`src/rtl/addr_key_unlock.sv`:
```
// Purpose: opens a registered unlock enable after a programmed sequence of written address-field values.
// Latency: one cycle from the qualifying write strobe to the stage, unlocked and pulse outputs.
// Backpressure: none; each qualified write is consumed in its own cycle and is ignored during lockout.
module addr_key_unlock #(
    parameter int                          FIELD_W     = 4,
    parameter int                          KEY_LEN     = 4,
    parameter logic [KEY_LEN*FIELD_W-1:0]  KEY         = 16'h28A9,
    parameter logic [FIELD_W-1:0]          RELOCK      = 4'hF,
    parameter int                          TIMEOUT     = 255,
    parameter int                          FAIL_MAX    = 3,
    parameter int                          LOCKOUT_CYC = 4095
) (
    input  logic                           clk,
    input  logic                           rst_n,
    input  logic                           sel,
    input  logic                           wr,
    input  logic [FIELD_W-1:0]             field,
    output logic                           unlocked,
    output logic [$clog2(KEY_LEN+1)-1:0]   stage,
    output logic                           unlock_p,
    output logic                           fail_p,
    output logic                           lockout
);

    localparam int SW = $clog2(KEY_LEN + 1);
    localparam int IW = $clog2(TIMEOUT + 1);
    localparam int LW = $clog2(LOCKOUT_CYC + 1);

    localparam logic [SW-1:0] STAGE_LAST = SW'(KEY_LEN - 1);
    localparam logic [SW-1:0] STAGE_FULL = SW'(KEY_LEN);
    localparam logic [IW-1:0] IDLE_LAST  = IW'(TIMEOUT - 1);
    localparam logic [LW-1:0] LOCK_LAST  = LW'(LOCKOUT_CYC - 1);
    localparam logic [3:0]    FAIL_LAST  = 4'(FAIL_MAX - 1);

    typedef enum logic [1:0] {
        S_IDLE,
        S_MATCH,
        S_UNLOCKED,
        S_LOCKOUT
    } state_t;

    state_t            state_q;
    logic [SW-1:0]     stage_q;
    logic [IW-1:0]     idle_q;
    logic [LW-1:0]     lock_q;
    logic [3:0]        fail_q;
    logic              strobe_q;
    logic              unlocked_q;
    logic              unlock_p_q;
    logic              fail_p_q;
    logic              lockout_q;

    // Key table indexed by stage; sized to the full stage range so any stage value is a legal index.
    logic [FIELD_W-1:0] key_tab [2**SW];

    for (genvar g = 0; g < 2**SW; g++) begin : g_key
        if (g < KEY_LEN) begin : g_used
            assign key_tab[g] = KEY[(KEY_LEN-1-g)*FIELD_W +: FIELD_W];
        end else begin : g_unused
            assign key_tab[g] = '0;
        end
    end

    logic strobe;
    logic qa;
    logic hit;
    logic hit0;
    logic mismatch;
    logic timeout;
    logic fail_ev;
    logic lock_ev;

    // Rising-edge strobe qualification, key compare for the current step, and abort conditions.
    always_comb begin
        strobe   = sel & wr;
        qa       = strobe & ~strobe_q;
        hit      = (field == key_tab[stage_q]);
        hit0     = (field == key_tab[0]);
        mismatch = (state_q == S_MATCH) && qa && !hit;
        timeout  = (state_q == S_MATCH) && !qa && (idle_q == IDLE_LAST);
        fail_ev  = mismatch | timeout;
        lock_ev  = fail_ev && (fail_q >= FAIL_LAST);
    end

    // Sequence FSM with counters and registered outputs; aborts take precedence over step handling.
    always_ff @(posedge clk or negedge rst_n) begin
        if (!rst_n) begin
            state_q    <= S_IDLE;
            stage_q    <= '0;
            idle_q     <= '0;
            lock_q     <= '0;
            fail_q     <= '0;
            strobe_q   <= 1'b0;
            unlocked_q <= 1'b0;
            unlock_p_q <= 1'b0;
            fail_p_q   <= 1'b0;
            lockout_q  <= 1'b0;
        end else begin
            strobe_q   <= strobe;
            unlock_p_q <= 1'b0;
            fail_p_q   <= 1'b0;
            if (fail_ev) begin
                fail_p_q <= 1'b1;
                idle_q   <= '0;
                if (fail_q != 4'hF) begin
                    fail_q <= fail_q + 4'd1;
                end
                if (lock_ev) begin
                    // Lockout wins over restarting at step 1.
                    state_q   <= S_LOCKOUT;
                    stage_q   <= '0;
                    lockout_q <= 1'b1;
                    lock_q    <= '0;
                end else if (mismatch && hit0) begin
                    state_q <= S_MATCH;
                    stage_q <= SW'(1);
                end else begin
                    state_q <= S_IDLE;
                    stage_q <= '0;
                end
            end else begin
                case (state_q)
                    S_IDLE, S_MATCH: begin
                        if (qa && hit) begin
                            idle_q <= '0;
                            if (stage_q == STAGE_LAST) begin
                                state_q    <= S_UNLOCKED;
                                stage_q    <= STAGE_FULL;
                                unlocked_q <= 1'b1;
                                unlock_p_q <= 1'b1;
                                fail_q     <= '0;
                            end else begin
                                state_q <= S_MATCH;
                                stage_q <= stage_q + SW'(1);
                            end
                        end else if (state_q == S_IDLE) begin
                            idle_q <= '0;
                        end else if (idle_q != IDLE_LAST) begin
                            idle_q <= idle_q + IW'(1);
                        end
                    end
                    S_UNLOCKED: begin
                        if (qa && field == RELOCK) begin
                            state_q    <= S_IDLE;
                            stage_q    <= '0;
                            unlocked_q <= 1'b0;
                            idle_q     <= '0;
                        end
                    end
                    S_LOCKOUT: begin
                        if (lock_q == LOCK_LAST) begin
                            state_q   <= S_IDLE;
                            lockout_q <= 1'b0;
                            fail_q    <= '0;
                            lock_q    <= '0;
                            idle_q    <= '0;
                        end else begin
                            lock_q <= lock_q + LW'(1);
                        end
                    end
                    default: begin
                        state_q <= S_IDLE;
                        stage_q <= '0;
                    end
                endcase
            end
        end
    end

    assign unlocked = unlocked_q;
    assign stage    = stage_q;
    assign unlock_p = unlock_p_q;
    assign fail_p   = fail_p_q;
    assign lockout  = lockout_q;

endmodule

```
`config.mk`:
```
export PLATFORM = sky130hd
export DESIGN_NAME = addr_key_unlock
export DESIGN_NICKNAME = d
export VERILOG_FILES = /design/src/rtl/addr_key_unlock.sv
export SDC_FILE = /design/constraint.sdc
export NUM_CORES = 1
export LEC_CHECK = 0
export BUFFER_PORTS_ARGS = -buffer_cell sky130_fd_sc_hd__buf_4
export CAP_MARGIN = 30
export CORE_UTILIZATION = 60
export DETAILED_ROUTE_END_ITERATION = 10
export MAX_ROUTING_LAYER = met4
export PLACE_DENSITY = 0.84
export SETUP_SLACK_MARGIN = 0.3
export SYNTH_ARGS = -nofsm -noshare
export SYNTH_HDL_FRONTEND = slang
export SYNTH_SLANG_ARGS = --single-unit
```
`constraint.sdc`:
```
create_clock -name clk -period 2.8 [get_ports clk]
set_clock_uncertainty 0.15 [all_clocks]
set_input_delay 0.42 -clock clk [delete_from_list [all_inputs] [get_ports clk]]
set_output_delay 0.42 -clock clk [all_outputs]
set_load 0.01 [all_outputs]
```
[After elaboration in Yosys (flattened, before gate mapping)]
Memory sizes are Yosys's and may differ from the RTL's.
Cells that the tools add are included.
Word-level totals
  memory bits (read-only): 32
  bits of input ports: 8
  output and inout port bits: 7
  memories kept: 1
  bits in registers: 34
  word-level logic and storage cells: 115
Operators by class
  $lt $le $gt $ge: 2
  add/sub/neg operators: 4
  bitwise logic cells: 6
  mux-type cells: 47
  equality and inequality tests: 21
  reductions and logical operators: 24
Memory list
  (no name shown): words 8, bits a word 4, rd ports 1, clocked after memory_dff 0, write ports 0, line 77  | hit = (field == key_tab[stage_q]);
Operators by type and width (count)
  $mux 12: 4
  $mux 8: 6
  $mux 4: 7
  $pmux 8 s3: 1
  $mux 1: 15
  $add 12x1->12 const B: 1
  $eq 12x12->1 const B: 1
  $mux 2: 6
  $mux 3: 4
  $ne 3x3->1 const B: 4
  $reduce_and 3->1: 4
  $reduce_and 5->1: 2
  $add 8x1->8 const B: 1
  $eq 8x8->1 const B: 1
  $logic_and 1x1->1: 8
  $ne 8x8->1 const B: 1
  $pmux 4 s2: 1
  $ne 2x2->1 const B: 3
  $pmux 2 s3: 1
  $pmux 3 s2: 1
  $reduce_bool 2->1: 3
  $reduce_bool 3->1: 2
  $ne 5x5->1 const B: 1
  $add 4x1->4 const B: 1
  other kinds (20): 25

[Longest topological paths before layout]
Gate-level depths: netlist of run 1.
  depth after elaboration: 11
  mapped depth: 8
  depth with buffers taken out: 7

[Worst setup path after synthesis of run 1]
No wires, ideal clock.
  path kind: flip-flop to flip-flop
  from: reg stage_q[0] (netlist: stage[0])
  to: reg lockout_q (netlist: lockout)
  buffers on the path: 1
  required time: 2529 ps
  setup time: 121 ps
  arrival: 2028 ps
  cell stages (with the launch flop): 9
  period minus slack after synthesis: 2299 ps
  path slack: 501 ps
  cell sequence: dfrtp_1 > ha_1 > ha_1 > xnor2_2 > nand4_4 > o31ai_1 > buf_4 > nor2_1 > a22o_1
Between the ends
  cells in the longest elaborated chain, start to end: 11
  elaborated cells on any way between the ends: 14
  classes of those cells: eq/ne: 2; mux: 3; bitwise: 2; reduce/logical: 6; memory: 1
RTL lines
  start, declared: line 43  | logic [SW-1:0] stage_q;
  start signal, assigned: line 134  | stage_q <= stage_q + SW'(1);
  $not 3->4 (implied by the code) *: line 77
  $mem_v2 8x4 *
  $mux 4 (implied by the code) * (2 in series): line 77
  $eq 4x4->1 *: line 77
  $logic_not 1->1 *: line 79  | mismatch = (state_q == S_MATCH) && qa && !hit;
  $logic_and 1x1->1 *: line 79
  $or 1x1->1 *: line 81  | fail_ev = mismatch | timeout;
  named net fail_ev: line 70  | logic fail_ev;
  $logic_and 1x1->1: line 82  | lock_ev = fail_ev && (fail_q >= FAIL_LAST);
  $ne 2x1->1 (no source line)
  $reduce_and 3->1 (no source line)
  end signal, assigned: line 97  | lockout_q <= 1'b0;
  end signal, assigned: line 112  | lockout_q <= 1'b1;
  end signal, assigned: line 153  | lockout_q <= 1'b0;
  end, declared: line 51  | logic lockout_q;
Mark *: on every way through the listed nets, which the timed path passes. The rest lies on a longest branch. The select of a mux whose other input is x is not followed.
A chain may end at the register's enable or synchronous reset.

[Final worst setup path of run 1]
  from: reg stage_q[0] (netlist: stage[0])
  to: reg lock_q[4]
Between the ends
  cells in the longest elaborated chain, start to end: 11
  elaborated cells on any way between the ends: 13
  classes of those cells: eq/ne: 2; mux: 3; bitwise: 2; reduce/logical: 5; memory: 1
RTL lines
  $not 3->4 (implied by the code) *: line 77
  $mem_v2 8x4 *
  $mux 4 (implied by the code) * (2 in series): line 77
  $eq 4x4->1 *: line 77
  $logic_not 1->1 *: line 79
  $logic_and 1x1->1 *: line 79
  $or 1x1->1 *: line 81
  $logic_and 1x1->1: line 82
  $ne 2x1->1 (no source line)
  $reduce_and 2->1 (no source line)
  end signal, assigned: line 158  | lock_q <= lock_q + LW'(1);
  end, declared: line 45  | logic [LW-1:0] lock_q;
Every way passes the cells marked *; elsewhere a longest branch is shown, timed or not. The select of a mux whose other input is x is not followed.

==> flow_summary.yaml, run 1 <==
outcome:
  run_status: "completed"
floorplanning:
  start_util_pct: 62.6
  io_pins: 15
  die_width_um: 63.8
  die_h_um: 63.8
  dieArea_um2: 4070
  rows: 22
  core_area_um2: 3660
pwr:
  ir_drop_uv: 245
  power_density_nw_per_um2: 342
  power_frac_comb_pct: 6.4
  clock_power_share_pct: 38.0
  p_switching_mw: 0.202
  p_leak_nw: 1.10
  switching_share_pct: 22.9
  internal-power_mw: 0.683
  seqPwrFrac_pct: 55.6
cts:
  htree_levels: 2
  clock_latency_ns: 0.28
  cts_buffers: 5
  cts-root-buf: "clkbuf_8"
  cts_buffer_depth: 2
  cts.clk_slew.worst_paths_ns: 0.06
  cts_tree: "built"
  clock-sinks: 34
final_layout:
  seqCellArea_um2: 851
  final_common_cell: "dfrtp_1"
  n_fill_cell: 277
  mostFrequentLayoutCells: "dfrtp_1 (34), buf_4 (20), inv_1 (18), nand2_1 (18), o21ai_0 (15)"
  area_growth_syn_to_layout_pct: 13.0
  final_area_um2: 2590
  utilization_pct: 70.7
  antenna_cells: 0
  multi_input_area_um2: 1370
  layout-drive-gt1-share_pct: 17.8
  nNetsFinal: 278
global_route:
  grt_max_degree: 35
  grt_usage_pct: 27.2
  first_global_vias: 1876
  antenna_found_initial: 0
  overflow: 0
  grt_pass1_wl_um: 8390
detailed_routing:
  drc: 0
  detail_route.iter0.violations: 174
  ant_nets: 0
  routed_wl_um: 4950
  vias: 1945
  viasPerCell: 6.34
  dr.pass1.iters: 4
  detail_route.wl_per_cell_um: 16.1
sta:
  grt_setup_unrepaired: "true"
  setup_tns_ns: 0
  holdWs_ns: 0.228
  slew_viol_final: 0
  finalSetupViolations: 0
  max_freq_mhz: 412
  relSlewSlack_pct: 59.7
  period_minus_slack_ns: 2.43
  fin_crit_sh_pct: 86.7
  worst_slew_pin_slew_ns: 0.602
  hold_viol: 0
place:
  dp_hpwl_um: 3280
  placed_cell_area_um2: 2450
  port_buffers: 14
  gp_congestion: 0.886
logic_synthesis:
  synthesis.nets: 256
  async_flop_share_pct: 100
  syn_avg_cell_area_um2: 9.67
  seq_area_frac_synth_pct: 37.1
  synthCells: 237
  ys_types: 57
  synth-seq-cells: 34
  yosys_warnings: 0
  synth_ff_type: "dfrtp_1"
  synth_edf_count: 0
  syn_area_um2: 2290
setup_path:
  critical_path_arrival_ns: 2.45
  endpoint_kind: "flip-flop"
  start_kind: "flip-flop"
  critPathKind: "reg2reg"
  cp.required_ns: 2.82
  critPathMaxFanout: 12
run:
  maxCapViolCount: 0
min_path:
  min-delay-path-class: "in2reg"
registers in the layout (all words and copies together), names as in the netlist:
| register | count |
|---|---|
| unlock_p | 1 |
| idle_q | 8 |
| state_q | 2 |
| stage | 3 |
| lock_q | 12 |
| fail_q | 4 |
| lockout | 1 |
| strobe_q | 1 |
| unlocked | 1 |
| fail_p | 1 |
synthesized netlist by cell type, drive strengths merged, types with 2 or more instances:
cell | instances | area, µm²
o211ai | 3 | 22.5
or3 | 2 | 17.5
nand4 | 6 | 67.6
nand3b | 2 | 18.8
and2 | 5 | 31.3
o311ai | 11 | 114
o21ai | 17 | 96.3
clkbuf | 3 | 11.3
a211oi | 5 | 37.5
buf | 3 | 20.0
a221o | 3 | 30.0
o31ai | 2 | 15.0
and3 | 8 | 50.1
a22oi | 2 | 15.0
dfrtp | 34 | 851
nor2 | 11 | 41.3
a31oi | 10 | 83.8
o21bai | 2 | 18.8
xnor2 | 2 | 32.5
a2111oi | 2 | 17.5
ha | 11 | 138
nand3 | 13 | 65.1
xor2 | 3 | 26.3
a21oi | 7 | 35.0
nor4 | 3 | 33.8
a22o | 2 | 17.5
inv | 18 | 67.6
mux2i | 6 | 60.1
nand2 | 18 | 67.6
nor3 | 5 | 25.0
a211o | 4 | 35.0
cell families after synthesis:
group                    Yosys count  share of synthesized area, %
flip-flops                        34                          37.1
buffers and inverters             25                          4.48
XOR/XNOR                           5                          2.57
multiplexers                       7                          3.11
adder cells (fa/ha/maj)           11                          6.01
AND/OR/NAND/NOR                   80                          20.7
AO/OA/AOI/OAI                     75                          26.0
critical path, cell delays in order, from the launching register on:
cell and delay, ns:
dfrtp_1 0.40, inv_1 0.09, ha_1 0.21, or3_4 0.38, and4_4 0.19, a31oi_4 0.37
a21oi_1 0.18, a221o_1 0.32
repair_timing:
action | in CTS | in global routing
endpoints found under the hold margin | 34 | 0
hold buffers | 1 | 0
setup endpoints to repair | 0 | 16
setup buffers | 0 | 2
resized for setup | 0 | 8
layer usage:
layer / vias to the layer above / part of all wire [%] / track usage, %
li1: 947 / - / -
met1: 922 / 45 / 34.2
met2: 63 / 49 / 42.4
met3: 13 / 5.0 / 6.07
met4: 0 / 1.2 / 10.8
met5: - / 0 / -
stage by stage:
step,std cells,power [mW],setup WS (ns)
global route,307,0.919,0.245
detailed placement,297,0.554,0.308
floorplan,237,0.529,0.501
CTS,305,0.890,0.302
global placement,297,0.552,0.393
finish,307,0.886,0.371
power groups by stage:
stage / Clock, mW / Sequential [mW] / Combinational (mW)
5_1_grt: 0.364 / 0.492 / 0.0623
3_5_place_dp: 0 / 0.502 / 0.0520
6_report: 0.337 / 0.493 / 0.0568
4_1_cts: 0.345 / 0.492 / 0.0533
2_1_floorplan: 0 / 0.502 / 0.0275
3_3_place_gp: 0 / 0.502 / 0.0508
final cells by class:
| cell class | instances | area share, % |
|---|---|---|
| inverter | 19 | 2.75 |
| clock buffer | 7 | 2.95 |
| multi-input combinational | 178 | 52.9 |
| timing repair buffer | 21 | 6.19 |
| sequential | 34 | 32.9 |
| tap | 48 | 2.32 |
worst paths after layout:
kind / startpoint / depth (start not counted) / slack (ns) / to
hold reg to reg: idle_q[7]$_DFFE_PN0P_ / 1 / 0.36 / idle_q[7]$_DFFE_PN0P_
setup / recovery: stage[0]$_DFFE_PN0P_ / 7 / 0.37 / lock_q[4]$_DFFE_PN0P_
max in group asynchronous: rst_n / 2 / 1.73 / lock_q[11]$_DFFE_PN0P_
setup reg to reg: stage[0]$_DFFE_PN0P_ / 7 / 0.37 / lock_q[4]$_DFFE_PN0P_
min in group asynchronous: rst_n / 2 / 0.47 / fail_q[2]$_DFFE_PN0P_
hold / removal: wr / 2 / 0.23 / strobe_q$_DFF_PN0_
(Power assumes the default switching activity.)
==> run 2: changes to the inputs <==
==> constraint.sdc (replaced) <==
create_clock -name clk -period 2.41 [get_ports clk]
set_clock_uncertainty 0.15 [all_clocks]
set_input_delay 0.3615 -clock clk [delete_from_list [all_inputs] [get_ports clk]]
set_output_delay 0.3615 -clock clk [all_outputs]
set_load 0.01 [all_outputs]
==> flow_summary.yaml, run 2 (synthesized netlist as in run 1, its figures left out) <==
outcome:
  run_status: "completed"
sta:
  finalSetupViolations: 0
  fin_crit_sh_pct: 94.4
  period_minus_slack_ns: 2.27
  max_freq_mhz: 440
  slew_viol_final: 0
  setup_tns_ns: 0
  worst_slew_pin_slew_ns: 0.511
  grt_setup_unrepaired: "true"
  relSlewSlack_pct: 65.7
  hold_viol: 0
setup_path:
  start_kind: "flip-flop"
  cp-endpoint: "stage[0]$_DFFE_PN0P_"
  worstReg2RegEnd: "stage[0]$_DFFE_PN0P_"
  critPathLaunch: "stage[1]$_DFFE_PN0P_"
  critPathKind: "reg2reg"
  ff2ff_path_depth: 8
  reg2reg_from: "stage[1]$_DFFE_PN0P_"
  critical_path_arrival_ns: 2.32
  critPathMaxFanout: 12
  endpoint_kind: "flip-flop"
  cp.required_ns: 2.45
  rrSetupSlack_ns: 0.14
detailed_routing:
  vias: 2142
  detail_route.iter0.violations: 166
  viasPerCell: 6.63
  detail_route.wl_per_cell_um: 19.0
  routed_wl_um: 6120
  dr.pass1.iters: 4
  drc: 0
  ant_nets: 0
global_route:
  antenna_found_initial: 0
  grt_usage_pct: 32.0
  overflow: 0
  first_global_vias: 1984
  grt_max_degree: 35
  grt_pass1_wl_um: 9540
place:
  dp_hpwl_um: 3500
  port_buffers: 14
  gp_congestion: 0.876
floorplanning:
  die_width_um: 63.8
  start_util_pct: 62.6
  die_h_um: 63.8
  io_pins: 15
  rows: 22
  dieArea_um2: 4070
  core_area_um2: 3660
cts:
  cts.clk_slew.worst_paths_ns: 0.07
  cts_tree: "built"
  cts-root-buf: "clkbuf_8"
  htree_levels: 2
  cts_buffer_depth: 2
  cts_buffers: 5
  clock-sinks: 34
  clock_latency_ns: 0.30
final_layout:
  n_fill_cell: 206
  mostFrequentLayoutCells: "buf_4 (33), dfrtp_1 (32), nand2_1 (18)"
  final_common_cell: "buf_4"
  largest_reg_flops: 12
  utilization_pct: 80.2
  reg.largest.list: "lock_q x12, idle_q x8, fail_q x4"
  regMostFlops: "lock_q"
  layout-drive-gt1-share_pct: 29.5
  area_growth_syn_to_layout_pct: 28.2
  antenna_cells: 0
  nNetsFinal: 293
pwr:
  p_switching_mw: 0.284
  clock_power_share_pct: 49.4
  switching_share_pct: 21.7
  p_leak_nw: 1.22
  internal-power_mw: 1.02
  power_frac_comb_pct: 6.9
  power.total_mw: 1.31
  seqPwrFrac_pct: 43.7
  power_density_nw_per_um2: 446
  ir_drop_uv: 450
min_path:
  hold_depth: 2
  min-delay-path-class: "in2reg"
run:
  maxCapViolCount: 0
run 2: cell types whose count changed in the layout (fill, tap and decap cells not counted), sizes merged:
cell | before | now
clkinvlp | 0 | 1
clkbuf | 7 | 5
bufinv | 0 | 2
buf | 20 | 35
run 2: per-stage QoR:
stage                     instance area, µm²  hold WS [ns]  std cells  setup WS, ns
after floorplan                         2360       -0.0841        237         0.290
after global placement                  2520         0.188        298         0.139
after detailed placement                2520         0.187        298        0.0976
after CTS                               2860         0.145        316         0.191
after global routing                    2940         0.153        323        0.0387
final                                   2940         0.153        323         0.135
run 2: repair_timing:
item | CTS | global route
hold endpoints to repair | 34 | 0
endpoints found under the setup margin | 23 | 26
pin swaps | 9 | 9
buffers inserted | 9 | 7
hold buffers | 1 | 0
resized for setup | 17 | 12
run 2: worst min path at each step:
stage               startpoint                    end  slack, ns
global placement         rst_n       fail_p$_DFF_PN0_       0.19
CTS                         wr     strobe_q$_DFF_PN0_       0.15
detailed placement       rst_n  lock_q[0]$_DFFE_PN0P_       0.19
global route                wr     strobe_q$_DFF_PN0_       0.15
floorplan                rst_n       fail_p$_DFF_PN0_      -0.08
finish                      wr     strobe_q$_DFF_PN0_       0.15
run 2: layer usage:
layer / vias to the layer above / part of all wire (%) / global-route usage (%)
li1: 979 / - / -
met1: 1061 / 42 / 38.4
met2: 80 / 49 / 52.3
met3: 22 / 5.4 / 6.25
met4: 0 / 3.4 / 13.6
met5: - / 0 / -
run 2: area by class of cell:
cell class	instances	area, µm²	area share (%)
Clock buffer	5	68.8	2.34
Tap cell	48	60.1	2.05
Clock inverter	3	68.8	2.34
Multi-Input combinational cell	178	1520	51.8
Sequential cell	34	853	29.1
Inverter	19	75.1	2.56
Timing Repair Buffer	36	289	9.84
run 2: power groups by stage:
stage	registers [mW]	clock network, mW	logic, mW
6_report	0.572	0.646	0.0908
5_1_grt	0.572	0.670	0.0974
4_1_cts	0.572	0.650	0.0827
3_5_place_dp	0.583	0	0.0657
3_3_place_gp	0.583	0	0.0651
2_1_floorplan	0.583	0	0.0382
run 2: critical path, stage by stage, from the launching register on:
cell and delay [ns]:
dfrtp_2 0.42, inv_2 0.08, ha_4 0.16, o21ai_1 0.26, nand4_4 0.25, o31ai_4 0.31
buf_12 0.17, o21ai_0 0.13, a31oi_1 0.25
==> run 3: changes to the inputs <==
--- a/config.mk
+++ b/config.mk
@@ -10,7 +10,7 @@
 export CORE_UTILIZATION = 60
 export DETAILED_ROUTE_END_ITERATION = 10
 export MAX_ROUTING_LAYER = met4
-export PLACE_DENSITY = 0.84
+export PLACE_DENSITY = 0.79
 export SETUP_SLACK_MARGIN = 0.3
 export SYNTH_ARGS = -nofsm -noshare
 export SYNTH_HDL_FRONTEND = slang
==> flow_summary.yaml, run 3 (synthesized netlist as in run 1, its figures left out) <==
outcome:
  run_status: "completed"
cts:
  cts_tree: "built"
  clock-sinks: 34
  cts.clk_slew.worst_paths_ns: 0.09
  cts-root-buf: "clkbuf_8"
  cts_buffers: 5
  clock_latency_ns: 0.31
  htree_levels: 2
  cts_buffer_depth: 2
setup_path:
  path_cells: "inv_1 > ha_1 > nand3_1 > o21ai_4 > o31ai_4 > buf_12 > or3_4 > o221ai_1"
  cp.required_ns: 2.47
  start_kind: "flip-flop"
  critical_path_arrival_ns: 2.36
  critPathMaxFanout: 12
  endpoint_kind: "flip-flop"
  critPathKind: "reg2reg"
  cp_slowest_cell: "dfrtp_1"
  cpPeakStageDelay_ns: 0.43
sta:
  finalSetupViolations: 0
  max_freq_mhz: 435
  hold_viol: 0
  relSlewSlack_pct: 70.2
  grt_setup_unrepaired: "true"
  fin_crit_sh_pct: 95.3
  setup_tns_ns: 0
  period_minus_slack_ns: 2.30
  worst_slew_pin_slew_ns: 0.447
  slew_viol_final: 0
final_layout:
  largest_reg_flops: 12
  reg.largest.list: "lock_q x12, idle_q x8, fail_q x4"
  layout-drive-gt1-share_pct: 30.1
  regMostFlops: "lock_q"
  final_area_um2: 2970
  nNetsFinal: 294
  mostFrequentLayoutCells: "dfrtp_1 (32), buf_4 (32), nand2_1 (18)"
  area_growth_syn_to_layout_pct: 29.4
  antenna_cells: 0
detailed_routing:
  drc: 0
  detail_route.iter0.violations: 159
  viasPerCell: 6.55
  detail_route.wl_per_cell_um: 20.4
  ant_nets: 0
  vias: 2123
  routed_wl_um: 6600
  dr.pass1.iters: 4
floorplanning:
  start_util_pct: 62.6
  io_pins: 15
  die_width_um: 63.8
  core_area_um2: 3660
  die_h_um: 63.8
  rows: 22
  dieArea_um2: 4070
place:
  placed_cell_area_um2: 2530
  port_buffers: 14
  dp_hpwl_um: 3560
  gp_congestion: 0.854
pwr:
  power_density_nw_per_um2: 445
  internal-power_mw: 1.02
  seqPwrFrac_pct: 43.3
  clock_power_share_pct: 50.0
  switching_share_pct: 22.7
  ir_drop_uv: 371
  p_leak_nw: 1.22
  power_frac_comb_pct: 6.6
  p_switching_mw: 0.299
global_route:
  grt_pass1_wl_um: 9720
  grt_usage_pct: 32.4
  first_global_vias: 1984
  grt_max_degree: 35
  overflow: 0
  antenna_found_initial: 0
run:
  maxCapViolCount: 0
min_path:
  min-delay-path-class: "in2reg"
[run 3: what timing repair did]
action,CTS,global route
endpoints found under the hold margin,34,0
buffers inserted,10,6
hold buffers,1,0
endpoints found under the setup margin,26,28
gates resized for setup,17,14
pin swaps,10,19
[run 3: cell type report]
type	count	area, µm²
inverter	19	75.1
sequential	34	853
multi-input combinational	178	1540
timing repair buffer	37	304
clock inverter	3	68.8
clock buffer	5	68.8
fill	206	696
tap	48	60.1
[run 3: final timing paths]
check / from / to / slack, ns / cells past startpoint
worst max-delay path: idle_q[0]$_DFFE_PN0P_ / fail_q[1]$_DFFE_PN0P_ / 0.11 / 8
worst min-delay path: wr / strobe_q$_DFF_PN0_ / 0.15 / 2
worst max register to register: idle_q[0]$_DFFE_PN0P_ / fail_q[1]$_DFFE_PN0P_ / 0.11 / 8
worst min register to register: idle_q[7]$_DFFE_PN0P_ / idle_q[7]$_DFFE_PN0P_ / 0.36 / 1
max in group asynchronous: rst_n / stage[0]$_DFFE_PN0P_ / 1.36 / 2
min in group asynchronous: rst_n / lock_q[1]$_DFFE_PN0P_ / 0.39 / 2
[run 3: per-stage QoR]
stage	utilization (%)	cells	total power [mW]	hold WS, ns	worst slack [ns]
2_1_floorplan	-	237	0.621	-0.0841	0.290
3_3_place_gp	69.1	299	0.648	0.186	0.128
3_5_place_dp	69.1	299	0.649	0.188	0.117
4_1_cts	78.0	318	1.30	0.144	0.174
5_1_grt	81.0	324	1.34	0.165	0.0103
6_report	81.0	324	1.32	0.153	0.114
[run 3: worst max-delay path, delay by kind of cell, from the launching register on]
kind | cells | cell delay, ns
buf+inv | 2 | 0.24
compound gates | 3 | 0.69
flops | 1 | 0.43
fa+ha+maj | 1 | 0.15
simple gates | 2 | 0.55
[run 3: power groups by stage]
stage	registers, mW	clock network [mW]	logic, mW
2_1_floorplan	0.583	0	0.0382
5_1_grt	0.572	0.679	0.0928
3_5_place_dp	0.583	0	0.0662
6_report	0.572	0.660	0.0877
4_1_cts	0.572	0.651	0.0792
3_3_place_gp	0.583	0	0.0655
[run 3: metal layers]
layer  global-route usage [%]  up-vias  routed length [µm]
met2                     51.7       86                3410
li1                         -      984                   -
met4                     14.5        0                 227
met1                     41.0     1025                2580
met5                        -        -                   0
met3                     4.29       28                 379
